File: src/rtl/uart_tx_pkg.sv
// Shared types and defaults for the UART TX scheduler slice.
// The optional inter-frame gap is enabled by defining UART_TX_GAP_EN.
package uart_tx_pkg;

   typedef enum logic [1:0] {
      IDLE      = 2'd0,
      WAIT_BUSY = 2'd1,
      WAIT_DONE = 2'd2,
      GAP       = 2'd3
   } sched_state_t;

   localparam int DEF_N_REQ      = 32'sd4;
   localparam int DEF_DATA_W     = 32'sd8;
   localparam int DEF_BUSY_TMO   = 32'sd8;
   localparam int DEF_GAP_CYCLES = 32'sd2;

   // Index width for n requesters; never below one bit.
   function automatic int id_width(input int n);
      int w;
      w = 32'sd1;
      if (n > 32'sd2) begin
         w = $clog2(n);
      end else begin
         w = 32'sd1;
      end
      return w;
   endfunction

endpackage

File: src/rtl/uart_tx_rr_arb.sv
// Combinational round-robin pick: the first active request at or after rr_ptr,
// wrapping modulo N_REQ. The pointer register lives in the scheduler.
module uart_tx_rr_arb
   import uart_tx_pkg::*;
#(
   parameter int N_REQ = DEF_N_REQ,
   parameter int ID_W  = id_width(DEF_N_REQ)
) (
   input  logic [N_REQ-1:0] req,
   input  logic [ID_W-1:0]  rr_ptr,
   output logic             valid,
   output logic [ID_W-1:0]  winner
);

   // Pick the requester with the smallest rotational distance from rr_ptr.
   always_comb begin
      int off_s;
      int best_off_s;
      valid      = |req;
      winner     = rr_ptr;
      off_s      = 32'sd0;
      best_off_s = N_REQ;
      for (int j = 0; j < N_REQ; j++) begin
         off_s = j - int'(rr_ptr);
         if (off_s < 32'sd0) begin
            off_s = off_s + N_REQ;
         end else begin
            off_s = off_s;
         end
         if (req[j] && (off_s < best_off_s)) begin
            best_off_s = off_s;
            winner     = ID_W'(j);
         end else begin
            best_off_s = best_off_s;
         end
      end
   end

endmodule

File: src/rtl/uart_tx_scheduler.sv
// Round-robin scheduler sharing one UART transmitter among N_REQ byte requesters,
// with a busy-rise watchdog. Define UART_TX_GAP_EN to add idle cycles between frames.
module uart_tx_scheduler
   import uart_tx_pkg::*;
#(
   parameter int N_REQ      = DEF_N_REQ,
   parameter int DATA_W     = DEF_DATA_W,
   parameter int BUSY_TMO   = DEF_BUSY_TMO,
   parameter int GAP_CYCLES = DEF_GAP_CYCLES
) (
   input  logic                       CLK,
   input  logic                       RST,
   input  logic [N_REQ-1:0]           REQ,
   input  logic [N_REQ*DATA_W-1:0]    REQ_DATA,
   output logic [N_REQ-1:0]           GNT,
   output logic                       Data_Valid,
   output logic [DATA_W-1:0]          P_DATA,
   input  logic                       busy,
   output logic [id_width(N_REQ)-1:0] ACTIVE_ID,
   output logic                       TMO_ERR
);

   localparam int ID_W  = id_width(N_REQ);
   localparam int TMO_W = $clog2(BUSY_TMO + 1);

   localparam logic [ID_W-1:0]   ID_ONE   = ID_W'(1'b1);
   localparam logic [ID_W-1:0]   ID_LAST  = ID_W'(N_REQ - 1);
   localparam logic [TMO_W-1:0]  TMO_ONE  = TMO_W'(1'b1);
   localparam logic [TMO_W-1:0]  TMO_LAST = TMO_W'(BUSY_TMO - 1);
   localparam logic [N_REQ-1:0]  GNT_ONE  = N_REQ'(1'b1);

`ifdef UART_TX_GAP_EN
   localparam int GAP_W = $clog2(GAP_CYCLES + 1);
   localparam logic [GAP_W-1:0] GAP_ONE  = GAP_W'(1'b1);
   localparam logic [GAP_W-1:0] GAP_LAST = GAP_W'(GAP_CYCLES - 1);

   logic [GAP_W-1:0]  gap_cnt_r;
   logic [GAP_W-1:0]  gap_cnt_s;
`endif

   sched_state_t      state_r;
   sched_state_t      state_s;
   logic [ID_W-1:0]   rr_ptr_r;
   logic [ID_W-1:0]   rr_ptr_s;
   logic [N_REQ-1:0]  gnt_r;
   logic [N_REQ-1:0]  gnt_s;
   logic              dv_r;
   logic              dv_s;
   logic [DATA_W-1:0] p_data_r;
   logic [DATA_W-1:0] p_data_s;
   logic [ID_W-1:0]   active_id_r;
   logic [ID_W-1:0]   active_id_s;
   logic              tmo_err_r;
   logic              tmo_err_s;
   logic [TMO_W-1:0]  busy_cnt_r;
   logic [TMO_W-1:0]  busy_cnt_s;

   logic              arb_valid_s;
   logic [ID_W-1:0]   win_s;
   logic [DATA_W-1:0] req_byte_s [N_REQ];

   for (genvar g = 0; g < N_REQ; g++) begin : g_byte
      assign req_byte_s[g] = REQ_DATA[g*DATA_W +: DATA_W];
   end

   uart_tx_rr_arb #(
      .N_REQ (N_REQ),
      .ID_W  (ID_W)
   ) u_arb (
      .req    (REQ),
      .rr_ptr (rr_ptr_r),
      .valid  (arb_valid_s),
      .winner (win_s)
   );

   // Next-state and next-output logic; every output is registered below.
   always_comb begin
      state_s     = state_r;
      rr_ptr_s    = rr_ptr_r;
      gnt_s       = {N_REQ{1'b0}};
      dv_s        = 1'b0;
      p_data_s    = p_data_r;
      active_id_s = active_id_r;
      tmo_err_s   = 1'b0;
      busy_cnt_s  = busy_cnt_r;
`ifdef UART_TX_GAP_EN
      gap_cnt_s   = gap_cnt_r;
`endif
      case (state_r)
         IDLE: begin
            if (arb_valid_s && !busy) begin
               gnt_s       = GNT_ONE << win_s;
               dv_s        = 1'b1;
               p_data_s    = req_byte_s[win_s];
               active_id_s = win_s;
               rr_ptr_s    = (win_s == ID_LAST) ? {ID_W{1'b0}} : (win_s + ID_ONE);
               busy_cnt_s  = {TMO_W{1'b0}};
               state_s     = WAIT_BUSY;
            end else begin
               state_s     = IDLE;
            end
         end
         // The byte is dropped on timeout; rr_ptr has already moved past it.
         WAIT_BUSY: begin
            if (busy) begin
               state_s    = WAIT_DONE;
            end else if (busy_cnt_r == TMO_LAST) begin
               tmo_err_s  = 1'b1;
               state_s    = IDLE;
            end else begin
               busy_cnt_s = busy_cnt_r + TMO_ONE;
            end
         end
         WAIT_DONE: begin
            if (busy) begin
               state_s   = WAIT_DONE;
            end else begin
`ifdef UART_TX_GAP_EN
               gap_cnt_s = {GAP_W{1'b0}};
               state_s   = GAP;
`else
               state_s   = IDLE;
`endif
            end
         end
         GAP: begin
`ifdef UART_TX_GAP_EN
            if (gap_cnt_r == GAP_LAST) begin
               state_s   = IDLE;
            end else begin
               gap_cnt_s = gap_cnt_r + GAP_ONE;
            end
`else
            state_s = IDLE;
`endif
         end
         default: begin
            state_s = IDLE;
         end
      endcase
   end

   // State and output registers.
   always_ff @(posedge CLK or negedge RST) begin
      if (!RST) begin
         state_r     <= IDLE;
         rr_ptr_r    <= {ID_W{1'b0}};
         gnt_r       <= {N_REQ{1'b0}};
         dv_r        <= 1'b0;
         p_data_r    <= {DATA_W{1'b0}};
         active_id_r <= {ID_W{1'b0}};
         tmo_err_r   <= 1'b0;
         busy_cnt_r  <= {TMO_W{1'b0}};
`ifdef UART_TX_GAP_EN
         gap_cnt_r   <= {GAP_W{1'b0}};
`endif
      end else begin
         state_r     <= state_s;
         rr_ptr_r    <= rr_ptr_s;
         gnt_r       <= gnt_s;
         dv_r        <= dv_s;
         p_data_r    <= p_data_s;
         active_id_r <= active_id_s;
         tmo_err_r   <= tmo_err_s;
         busy_cnt_r  <= busy_cnt_s;
`ifdef UART_TX_GAP_EN
         gap_cnt_r   <= gap_cnt_s;
`endif
      end
   end

   assign GNT        = gnt_r;
   assign Data_Valid = dv_r;
   assign P_DATA     = p_data_r;
   assign ACTIVE_ID  = active_id_r;
   assign TMO_ERR    = tmo_err_r;

endmodule

File: config.mk
export PLATFORM = sky130hd
export DESIGN_NAME = uart_tx_scheduler
export DESIGN_NICKNAME = d
export VERILOG_FILES = /design/src/rtl/uart_tx_pkg.sv /design/src/rtl/uart_tx_rr_arb.sv /design/src/rtl/uart_tx_scheduler.sv
export SDC_FILE = /design/constraint.sdc
export NUM_CORES = 1
export LEC_CHECK = 0
export ABC_AREA = 1
export CORE_MARGIN = 5
export CORE_UTILIZATION = 40
export CTS_BUF_LIST = sky130_fd_sc_hd__clkbuf_4 sky130_fd_sc_hd__clkbuf_8
export CTS_CLUSTER_SIZE = 24
export DETAILED_ROUTE_END_ITERATION = 12
export PLACE_DENSITY = 0.75
export SYNTH_ARGS = -nofsm -noshare
export SYNTH_HDL_FRONTEND = slang
export SYNTH_SLANG_ARGS = --single-unit
File: constraint.sdc
create_clock -name CLK -period 2.95 [get_ports CLK]
set_input_delay 0.4425 -clock CLK [delete_from_list [all_inputs] [get_ports CLK]]
set_output_delay 0.4425 -clock CLK [all_outputs]
set_load 0.02 [all_outputs]
-- After elaboration in Yosys (flattened, before gate mapping)
Index checks and enable logic that the tools add are counted.
- register bits: 24
- bits of input ports: 39
- add/subtract/negate cells: 10
- magnitude comparators: 9
- equality and inequality tests: 9
- shifts and indexed selects: 1
- multiplexer cells: 31
- bitwise operators: 1
- reductions and logical operators: 11
- operators with widths (kind ; count):
    $mux W32 ; 7
    $add A32 B4 Y32 const B ; 4
    $lt A32 B1 Y1 const B ; 4
    $lt A32 B32 Y1 ; 3
    $lt A32 B4 Y1 const B ; 1
    $mux W4 ; 5
    $bmux W8 S2 ; 1
    $mux W2 ; 8
    $mux W8 ; 2
    $pmux W2 S4 ; 1
    $pmux W4 S2 ; 1
    $eq A2 B2 Y1 const B ; 3
    $mux W1 ; 6
    $ne A2 B2 Y1 const B ; 3
    $sub A1 B2 Y3 const A ; 2
    $sub A2 B2 Y3 const A ; 2
    $logic_and A1 B1 Y1 ; 5
    $add A4 B1 Y4 const B ; 1
    $eq A4 B3 Y1 const B ; 1
    $reduce_and A4 Y1 ; 1
    $reduce_or A4 Y1 ; 1
    $shl A1 B2 Y4 const A ; 1
    $ge A3 B3 Y1 const B ; 1
    $ne A3 B3 Y1 const B ; 1
    other kinds (7) ; 7

-- Logic depth before layout (Yosys ltp)
Gate-level depths: netlist (run 1).
- depth after elaboration: 19
- mapped depth: 24
- depth with buffers taken out: 23

-- By module
Synthesis (run 1) repeated with hierarchy kept, for this count alone.
- cells, all modules: 242
- area total of the unflattened synthesis: 1659.1 sq um
- by module, submodules not included (module ; times used ; cells an instance ; area each (sq um)):
    uart_tx_scheduler ; 1 ; 206 ; 1468.9
    uart_tx_rr_arb ; 1 ; 36 ; 190.2

-- Least setup slack after synthesis (run 1)
Ideal clock, no wire load.
- path kind: reg2reg
- start: reg rr_ptr_r[0]
- end: reg rr_ptr_r[1]
- data arrival time: 2.734 ns
- data required time: 2.820 ns
- slack: 0.085 ns
- stages on the path, launching flop included: 22
- path buffers: 1
- clock period less this slack: 2.865 ns
- path through: dfrtp_1 inv_1 o21ai_1 nand2_1 o21ai_0 ha_1 inv_1 nor2_1 nand2_1 nand3_4 nand2_1 o21ai_0 ha_1 inv_1 nor2_1 nand2_2 nand3_4 nand2_8 buf_12 ha_1 nand2_1 o21ai_0
- word-level cells in the longest chain between the ends: 17
- elaborated cells on any way between the ends: 34
- those cells by class: add/sub (9); order compare (8); eq/ne (1); mux (12); reduce/logical (4)
- RTL lines (item ; line ; source):
    start, declared ; uart_tx_scheduler.sv:43 ; logic [ID_W-1:0] rr_ptr_r;
    start signal, assigned ; uart_tx_scheduler.sv:147 ; rr_ptr_r <= {ID_W{1'b0}};
    start signal, assigned ; uart_tx_scheduler.sv:159 ; rr_ptr_r <= rr_ptr_s;
    $sub A1 B2 Y3 ; uart_tx_rr_arb.sv:24 ; off_s = j - int'(rr_ptr);
    $add A32 B4 Y32 / $lt A32 B1 Y1 (equally long branches) ; uart_tx_rr_arb.sv:26, uart_tx_rr_arb.sv:25 ;
    $mux W32 ; uart_tx_rr_arb.sv:25 ; if (off_s < 32'sd0) begin
    $lt A32 B4 Y1 ; uart_tx_rr_arb.sv:30 ; if (req[j] && (off_s < best_off_s)) begin
    $logic_and A1 B1 Y1 ; uart_tx_rr_arb.sv:30 ;
    $mux W32 ; uart_tx_rr_arb.sv:30 ;
    $lt A32 B32 Y1 ; uart_tx_rr_arb.sv:30 ;
    $logic_and A1 B1 Y1 ; uart_tx_rr_arb.sv:30 ;
    [... 2 more ...] ; -- ;
    $logic_and A1 B1 Y1 ; uart_tx_rr_arb.sv:30 ;
    $mux W32 ; uart_tx_rr_arb.sv:30 ;
    $lt A32 B32 Y1 ; uart_tx_rr_arb.sv:30 ;
    $logic_and A1 B1 Y1 ; uart_tx_rr_arb.sv:30 ;
    $mux W2 * ; uart_tx_rr_arb.sv:30 ;
    net u_arb.winner[0] ; uart_tx_rr_arb.sv:12 ; output logic [ID_W-1:0] winner
    $add A2 B1 Y2 / $eq A2 B2 Y1 (equally long branches) ; uart_tx_scheduler.sv:96 ; rr_ptr_s = (win_s == ID_LAST) ? {ID_W{1'b0}} : (win_s + ID_ONE);
    $mux W2 * ; uart_tx_scheduler.sv:96 ;
Mark *: on every way through the listed nets, which the timed path passes. The rest lies on a longest branch.
A chain may end at the register's enable or synchronous reset.

-- Final worst setup path (run 1)
- start: reg rr_ptr_r[0]
- end: reg p_data_r[0] (netlist: P_DATA[0])
- word-level cells in the longest chain between the ends: 19
- elaborated cells on any way between the ends: 35
- those cells by class: add/sub (8); order compare (8); mux (14); bitwise (1); reduce/logical (4)
- RTL lines (item ; line ; source):
    $sub A1 B2 Y3 ; uart_tx_rr_arb.sv:24 ;
    $add A32 B4 Y32 / $lt A32 B1 Y1 (equally long branches) ; uart_tx_rr_arb.sv:26, uart_tx_rr_arb.sv:25 ;
    $mux W32 ; uart_tx_rr_arb.sv:25 ;
    $lt A32 B4 Y1 ; uart_tx_rr_arb.sv:30 ;
    $logic_and A1 B1 Y1 ; uart_tx_rr_arb.sv:30 ;
    $mux W32 ; uart_tx_rr_arb.sv:30 ;
    $lt A32 B32 Y1 ; uart_tx_rr_arb.sv:30 ;
    $logic_and A1 B1 Y1 ; uart_tx_rr_arb.sv:30 ;
    [... 2 more ...] ; -- ;
    $logic_and A1 B1 Y1 ; uart_tx_rr_arb.sv:30 ;
    $mux W32 ; uart_tx_rr_arb.sv:30 ;
    $lt A32 B32 Y1 ; uart_tx_rr_arb.sv:30 ;
    $logic_and A1 B1 Y1 ; uart_tx_rr_arb.sv:30 ;
    $mux W2 * ; uart_tx_rr_arb.sv:30 ;
    $not A2 Y3 (implied by the code) * ; uart_tx_scheduler.sv:94 ; p_data_s = req_byte_s[win_s];
    $bmux W8 S2 * ; uart_tx_scheduler.sv:94 ;
    $mux W8 (implied by the code) * (2 in a row) ; uart_tx_scheduler.sv:94 ;
    end signal, assigned ; uart_tx_scheduler.sv:150 ; p_data_r <= {DATA_W{1'b0}};
    end signal, assigned ; uart_tx_scheduler.sv:162 ; p_data_r <= p_data_s;
    end, declared ; uart_tx_scheduler.sv:49 ; logic [DATA_W-1:0] p_data_r;
Every way passes the cells marked *; elsewhere a longest branch is shown, timed or not. The select of a mux whose other input is x is not followed.

==> key figures, run 1 <==
Critical path
  • Worst r2r dst: P_DATA[0]
  • Crit path top cell by count: nand2_2
  • Critical Path RT: 3.12 ns
  • Cells on worst reg2reg path: 24
  • R2R setup slack: -0.006 ns
  • Worst Setup Path Type: reg -> reg
  • CP cell instances: inv_4 > o21ai_2 > nand2_2 > o21ai_1 > o21ai_1 > ha_1 > inv_1 > nor2_1 > nand2_1 > nand3_4 > nand2_2 > o21ai_2 > ha_1 > inv_2 > nor2_2 > nand2_2 > nand3_4 > nand2_8 > buf_12 > nand2_2 > nand3_2 > nand2_2 > nand2_2 > nand2_1
  • Crit start category: register
  • CP max stage delay: 0.43 ns
  • FF-to-FF Start: rr_ptr_r[0]
  • Endpoint type of the worst setup path: register
  • Worst EP arrival: 3.12 ns
  • Worst path top cell family by delay: simple AND/OR/NAND/NOR gates
  • CP bufs+invs: 4
  • Worst-path fanout max: 8
  • CP max stage cell: dfrtp_2
  • Worst setup startpoint: rr_ptr_r[0]

Final layout
  • Nets: 358
  • Commonest cells after routing, fill and taps aside: clkdlybuf4s50_1 (52), nand2_1 (50), inv_1 (49), dfrtp_1 (22), nand3_1 (22)
  • Fill cells: 343
  • Layout cells sized above 1: 0.231
  • # diodes: 0
  • Most common cell after layout, fill and taps aside: clkdlybuf4s50_1
  • Layout area overhead: 55.3%

Floorplan
  • DIE HEIGHT: 75.2 um
  • Total die area: 5660 um2
  • Die Width: 75.2 um
  • I/O pin cnt: 55
  • Starting density of the core: 0.419
  • Floorplan row count: 23
  • Core Footprint: 4060 um2

Worst hold path
  • HP Class: reg -> reg
  • Worst hold start: P_DATA[7]
  • Worst min-delay path endpoint: P_DATA[7]
  • Worst Hold Path Cells: 2

Power
  • Leak: 0.00137 uW
  • Power Density: 1170 nW/um2
  • Worst vdd ir: 0.608 mV
  • Power, Total: 3080 uW

GRT
  • Met3 track utilization from global routing: 0.0174
  • Vias in the first global route: 1571
  • Most used routing layer: met2
  • First-pass GRT wire length: 6.74 mm
  • Initial antenna violation count: 0
  • Global route total overflow: 0
  • Pin count of the biggest net entering global routing: 25
  • Gr usage total: 0.150
  • Met2 usage: 0.264
  • Met1 Use GR: 0.190

Timing
  • Min Hold Slack: 0.480 ns
  • Unrepaired setup endpoints after global routing: true
  • Tcrit/Tclk final: 1.00
  • Worst-Margin Slew: 0.388 ns
  • Clock skew: 0.00115 ns
  • Period minus WS final: 2.96 ns
  • Highest clock rate: 0.338 GHz
  • Final Slew Violations: 0
  • Setup violators final: 2
  • Relative slew slack: 0.741
  • Final hold vios: 0
  • Sum Neg Setup Slack: -0.00944 ns
  • Setup WS post-layout: -0.00597 ns

Logic synthesis
  • Mapped Area: 1700 um2
  • Mean Syn Cell Area: 7.17 um2
  • Synth warn: 0
  • Distinct cells, synth: 25
  • Syn Inst Count: 237
  • Net Count, Synth: 286
  • Synth Register Bits: 24
  • Sequential share of the synthesized area: 0.353

Routing
  • Iter 0 DRT Violations: 134
  • DRC viols: 0
  • Remaining antenna violation count after routing: 0
  • DRT Pass-1 Iters: 4
  • Routed wire length: 4.67 mm
  • WL per Instance: 13.1 um
  • Via count: 1731
  • Via density: 4.84

Place
  • Port Buf Inserts: 54
  • HPWL after detailed placement: 3.31 mm
  • Gpl congestion: 0.839
  • Pre-CTS WS: -0.501 ns

Clock tree
  • CTS tree: done
  • Clk_lat worst skew: 0.27 ns
  • CTS H-Tree Depth: 1
  • Max Root-Sink Buffers: 2
  • Clock-pin slew on the worst setup and hold paths: 0.09 ns
  • Clk sinks: 24
  • TritonCTS Buffers: 3
  • Clock root buffer: clkbuf_8

Job
  • Max-cap violations: 0

Run status
  • Status: finished with violations
  • Failing checks: setup timing
-- worst min-delay path, stage by stage (launching register included) --
cell,delay (ns)
dfrtp_1,0.35
nand2_1,0.05
nand2_1,0.05
-- where the power goes --
part / switching [uW] / internal (uW)
registers: 84.8 / 467
clock network: 113 / 181
logic: 1250 / 984
total: 1450 / 1630
-- worst max path at each step --
| stage | end | slack (ns) | depth (start not counted) |
|---|---|---|---|
| after global placement | P_DATA[5] | -0.33 | 23 |
| after CTS | GNT[1] | 0.01 | 21 |
| after floorplan | rr_ptr_r[1] | 0.09 | 21 |
| after detailed placement | GNT[1] | -0.50 | 22 |
| after global routing | P_DATA[0] | -0.23 | 24 |
| final | P_DATA[0] | -0.006 | 24 |
-- kinds of logic (layout without fill, tap and decap cells) --
group / after synthesis / in the layout / synth area share
AOI/OAI and AO/OA: 22 / 22 / 0.0714
xor gates and xnor gates: 2 / 2 / 0.0103
adders and majority gates: 10 / 10 / 0.0736
buffers and inverters: 57 / 128 / 0.143
DFF: 24 / 24 / 0.353
and+or+nand+nor: 122 / 122 / 0.348
-- cells in the mapped netlist --
master | count | area share
a21oi_1 | 3 | 0.0088
buf_12 | 1 | 0.012
buf_2 | 2 | 0.0059
buf_4 | 1 | 0.0044
buf_6 | 1 | 0.0066
dfrtp_1 | 24 | 0.35
ha_1 | 10 | 0.074
inv_1 | 51 | 0.11
inv_2 | 1 | 0.0022
nand2_1 | 62 | 0.14
nand2_2 | 10 | 0.037
nand2_8 | 2 | 0.024
nand3_1 | 35 | 0.10
nand3_4 | 2 | 0.021
nor2_1 | 9 | 0.020
nor2_2 | 1 | 0.0037
nor4_1 | 1 | 0.0037
o211ai_1 | 1 | 0.0044
o21a_1 | 2 | 0.0088
o21ai_0 | 13 | 0.038
o21ai_1 | 1 | 0.0029
o22ai_1 | 1 | 0.0037
o31ai_1 | 1 | 0.0044
xnor2_1 | 1 | 0.0052
xor2_1 | 1 | 0.0052
-- metrics by stage --
step | util | area [um2] | instances
2_1_floorplan | - | 1700 | 237
3_3_place_gp | 0.582 | 2360 | 350
3_5_place_dp | 0.582 | 2360 | 350
4_1_cts | 0.600 | 2440 | 354
5_1_grt | 0.651 | 2640 | 358
6_report | 0.651 | 2640 | 358
-- area by class of cell --
type / count / area, um2 / area share
Sequential cell: 24 / 603 / 0.228
Timing Repair Buffer: 72 / 712 / 0.270
Multi-Input combinational cell: 156 / 988 / 0.374
Tap cell: 50 / 62.6 / 0.0237
Clock inverter: 1 / 30.0 / 0.0114
Clock buffer: 3 / 41.3 / 0.0156
Inverter: 52 / 203 / 0.0768
-- registers in the layout, summed over array words and instances (netlist names) --
register,count
ACTIVE_ID,2
Data_Valid,1
GNT,4
P_DATA,8
TMO_ERR,1
busy_cnt_r,4
rr_ptr_r,2
state_r,2
-- routing by layer --
| metal | share of wire | up-vias |
|---|---|---|
| met5 | 0 | - |
| met4 | 0.0071 | 0 |
| met3 | 0.047 | 2 |
| met2 | 0.53 | 36 |
| met1 | 0.42 | 824 |
| li1 | - | 869 |
-- timing repair --
item | 4_1_cts | 5_1_grt
hold buffers | 0 | 0
pin swaps | 0 | 18
resized for setup | 4 | 50
setup endpoints to repair | 14 | 16
buffers inserted | 0 | 4
No activity file was read; power rests on OpenSTA's default activity.
==> run 2, diff against run 1 <==
Settings changed: CORE_MARGIN 5 to not set.
==> key figures, run 2 (synthesized netlist as in run 1, its figures left out) <==
Critical path
  • Worst EP arrival: 3.09 ns (-0.03 ns)
  • Critical Path RT: 3.11 ns (about the same)
  • CP max stage cell: dfrtp_2
  • CP endpoint: GNT[0]
  • Worst setup startpoint: rr_ptr_r[1]
  • CP cell instances: xnor2_2 > o21ai_1 > o21ai_1 > ha_1 > inv_1 > nor2_1 > nand2_1 > nand3_4 > nand2_2 > o21ai_2 > ha_1 > inv_1 > nor2_1 > nand2_2 > nand3_4 > nand2_8 > buf_4 > inv_1 > ha_1 > nand2_1 > nor2_1
  • Cells on worst reg2reg path: 21 (-13%)
  • R2R setup slack: 0.02 ns (+0.03 ns)
  • Stages on worst setup path: 21 (-13%)
  • FF-to-FF Start: rr_ptr_r[1]
  • Worst path top cell family by delay: simple AND/OR/NAND/NOR gates
  • CP max stage delay: 0.46 ns (+0.03 ns)
  • Crit start category: register
  • CP bufs+invs: 4 (unchanged)
  • Endpoint type of the worst setup path: register
  • Worst-path fanout max: 5 (-3)
  • Worst r2r dst: GNT[0]
  • Worst Setup Path Type: reg -> reg

Final layout
  • Commonest cells after routing, fill and taps aside: nand2_1 (60), clkdlybuf4s50_1 (52), inv_1 (50), nand3_1 (35), dfrtp_1 (23)
  • Layout cells sized above 1: 0.146 (-0.0844)
  • # diodes: 0 (unchanged)
  • Fill cells: 372 (+8.5%)
  • Most common cell after layout, fill and taps aside: nand2_1
  • Nets: 359 (+0.28%)
  • Final Non-Filler Cells: 358 (unchanged)
  • Layout area overhead: 46.9%
  • Max reg flops: 8 (unchanged)

Timing
  • Unrepaired setup endpoints after global routing: true
  • Tcrit/Tclk final: 0.993 (-0.00862)
  • Setup violators final: 0 (-2)
  • Period minus WS final: 2.93 ns (-0.0254 ns)
  • Final Slew Violations: 0 (unchanged)
  • Highest clock rate: 0.341 GHz (+0.87%)
  • Clock skew: 0.00192 ns (+0.000774 ns)
  • Worst-Margin Slew: 1.06 ns (+0.667 ns)
  • Min Hold Slack: 0.486 ns (+0.00588 ns)
  • Final hold vios: 0 (unchanged)
  • Relative slew slack: 0.294 (-0.447)

Clock tree
  • Clk sinks: 24 (unchanged)
  • Clock-pin slew on the worst setup and hold paths: 0.08 ns (about the same)
  • Clock root buffer: clkbuf_8
  • Clk_lat worst skew: 0.27 ns (about the same)
  • CTS tree: done
  • Max Root-Sink Buffers: 2 (unchanged)
  • Cts hold-fix bufs: 0 (unchanged)
  • CTS H-Tree Depth: 1 (unchanged)
  • TritonCTS Buffers: 3 (unchanged)

Routing
  • Iter 0 DRT Violations: 109 (-19%)
  • Routed wire length: 4.14 mm (-11%)
  • Via count: 1682 (-2.8%)
  • Remaining antenna violation count after routing: 0 (unchanged)
  • DRT Pass-1 Iters: 4 (unchanged)
  • Via density: 4.70 (-2.8%)
  • DRC viols: 0 (unchanged)
  • WL per Instance: 11.6 um (-11%)

Place
  • Gpl congestion: 0.774 (-7.8%)
  • Port Buf Inserts: 54 (unchanged)
  • Cells after DPL: 349 (-0.29%)
  • HPWL after detailed placement: 2.93 mm (-12%)

GRT
  • First-pass GRT wire length: 6.35 mm (-5.8%)
  • Gr usage total: 0.187 (+0.0372)
  • Pin count of the biggest net entering global routing: 25 (unchanged)
  • Vias in the first global route: 1425 (-9.3%)
  • Initial antenna violation count: 0 (unchanged)
  • Global route total overflow: 0 (unchanged)

Worst hold path
  • HP Class: reg -> reg

Floorplan
  • Floorplan row count: 23 (unchanged)
  • Core Footprint: 4030 um2 (-0.71%)
  • Total die area: 4520 um2 (-20%)
  • Die Width: 67.2 um (-11%)
  • Starting density of the core: 0.422 (+0.00299)
  • I/O pin cnt: 55 (unchanged)
  • DIE HEIGHT: 67.2 um (-11%)

Run status
  • Status: finished clean

Power
  • Worst vdd ir: 0.457 mV (-25%)
  • Power Density: 1120 nW/um2 (-3.9%)
  • Leak: 0.00132 uW (-4.2%)

Job
  • Max-cap violations: 0 (unchanged)
[run 2: layout make-up]
type	instances	area, um2	share of cell area
Multi-Input combinational cell	156	876	0.351
Timing Repair Buffer	73	718	0.288
Sequential cell	24	602	0.241
Inverter	52	198	0.0792
Tap cell	50	62.6	0.0251
Clock buffer	3	41.3	0.0165
[run 2: power by group]
group	leakage (uW)	total, uW	switching, uW	internal (uW)
Sequential	0.000306	556	89.6	466
Combinational	0.000990	2050	1120	934
Clock	0.0000216	194	103	91.5
Total	0.00132	2800	1310	1490
[run 2: tightest hold or removal path, cell delays in order (launching register included)]
cell and delay [ns]:
dfrtp_1 0.35, nand2_1 0.06, nand2_1 0.05
[run 2: what timing repair did]
item / CTS / global route
endpoints found under the setup margin: 16 / 16
pin swaps: 0 / 3
gates cloned: 0 / 1
resized for setup: 3 / 11
setup buffers: 0 / 5
[run 2: worst min-delay path by stage]
stage	slack (ns)	to	from	cells after the start
after detailed placement	0.47	P_DATA[4]	P_DATA[4]	2
after global placement	0.46	P_DATA[6]	P_DATA[6]	2
after CTS	0.49	P_DATA[4]	P_DATA[4]	2
final	0.49	P_DATA[4]	P_DATA[4]	2
after floorplan	0.15	ACTIVE_ID[0]	RST	0
after global routing	0.52	ACTIVE_ID[0]	ACTIVE_ID[0]	1
[run 2: metal layers]
metal,routed length (um),global-route usage,share of wire
met5,0,0,0
met1,1810,0.251,0.44
met2,2070,0.311,0.50
met4,67,0.0638,0.016
met3,189,0.0203,0.046
[run 2: through the flow]
step	power (uW)	setup TNS (ns)	instance area (um2)	worst slack [ns]	util
2_1_floorplan	1790	0	1700	0.0853	-
3_3_place_gp	2360	-4.34	2360	-0.310	0.587
3_5_place_dp	2400	-6.37	2360	-0.435	0.587
4_1_cts	2610	0	2410	0.00912	0.598
5_1_grt	3060	-2.42	2500	-0.224	0.620
6_report	2800	0	2500	0.0195	0.620
==> run 3, diff against run 2 <==
Settings changed: CTS_CLUSTER_DIAMETER set to 30.
==> results of run 3 <==
No change in the layout: final DEF, timing and power equal those of run 2.
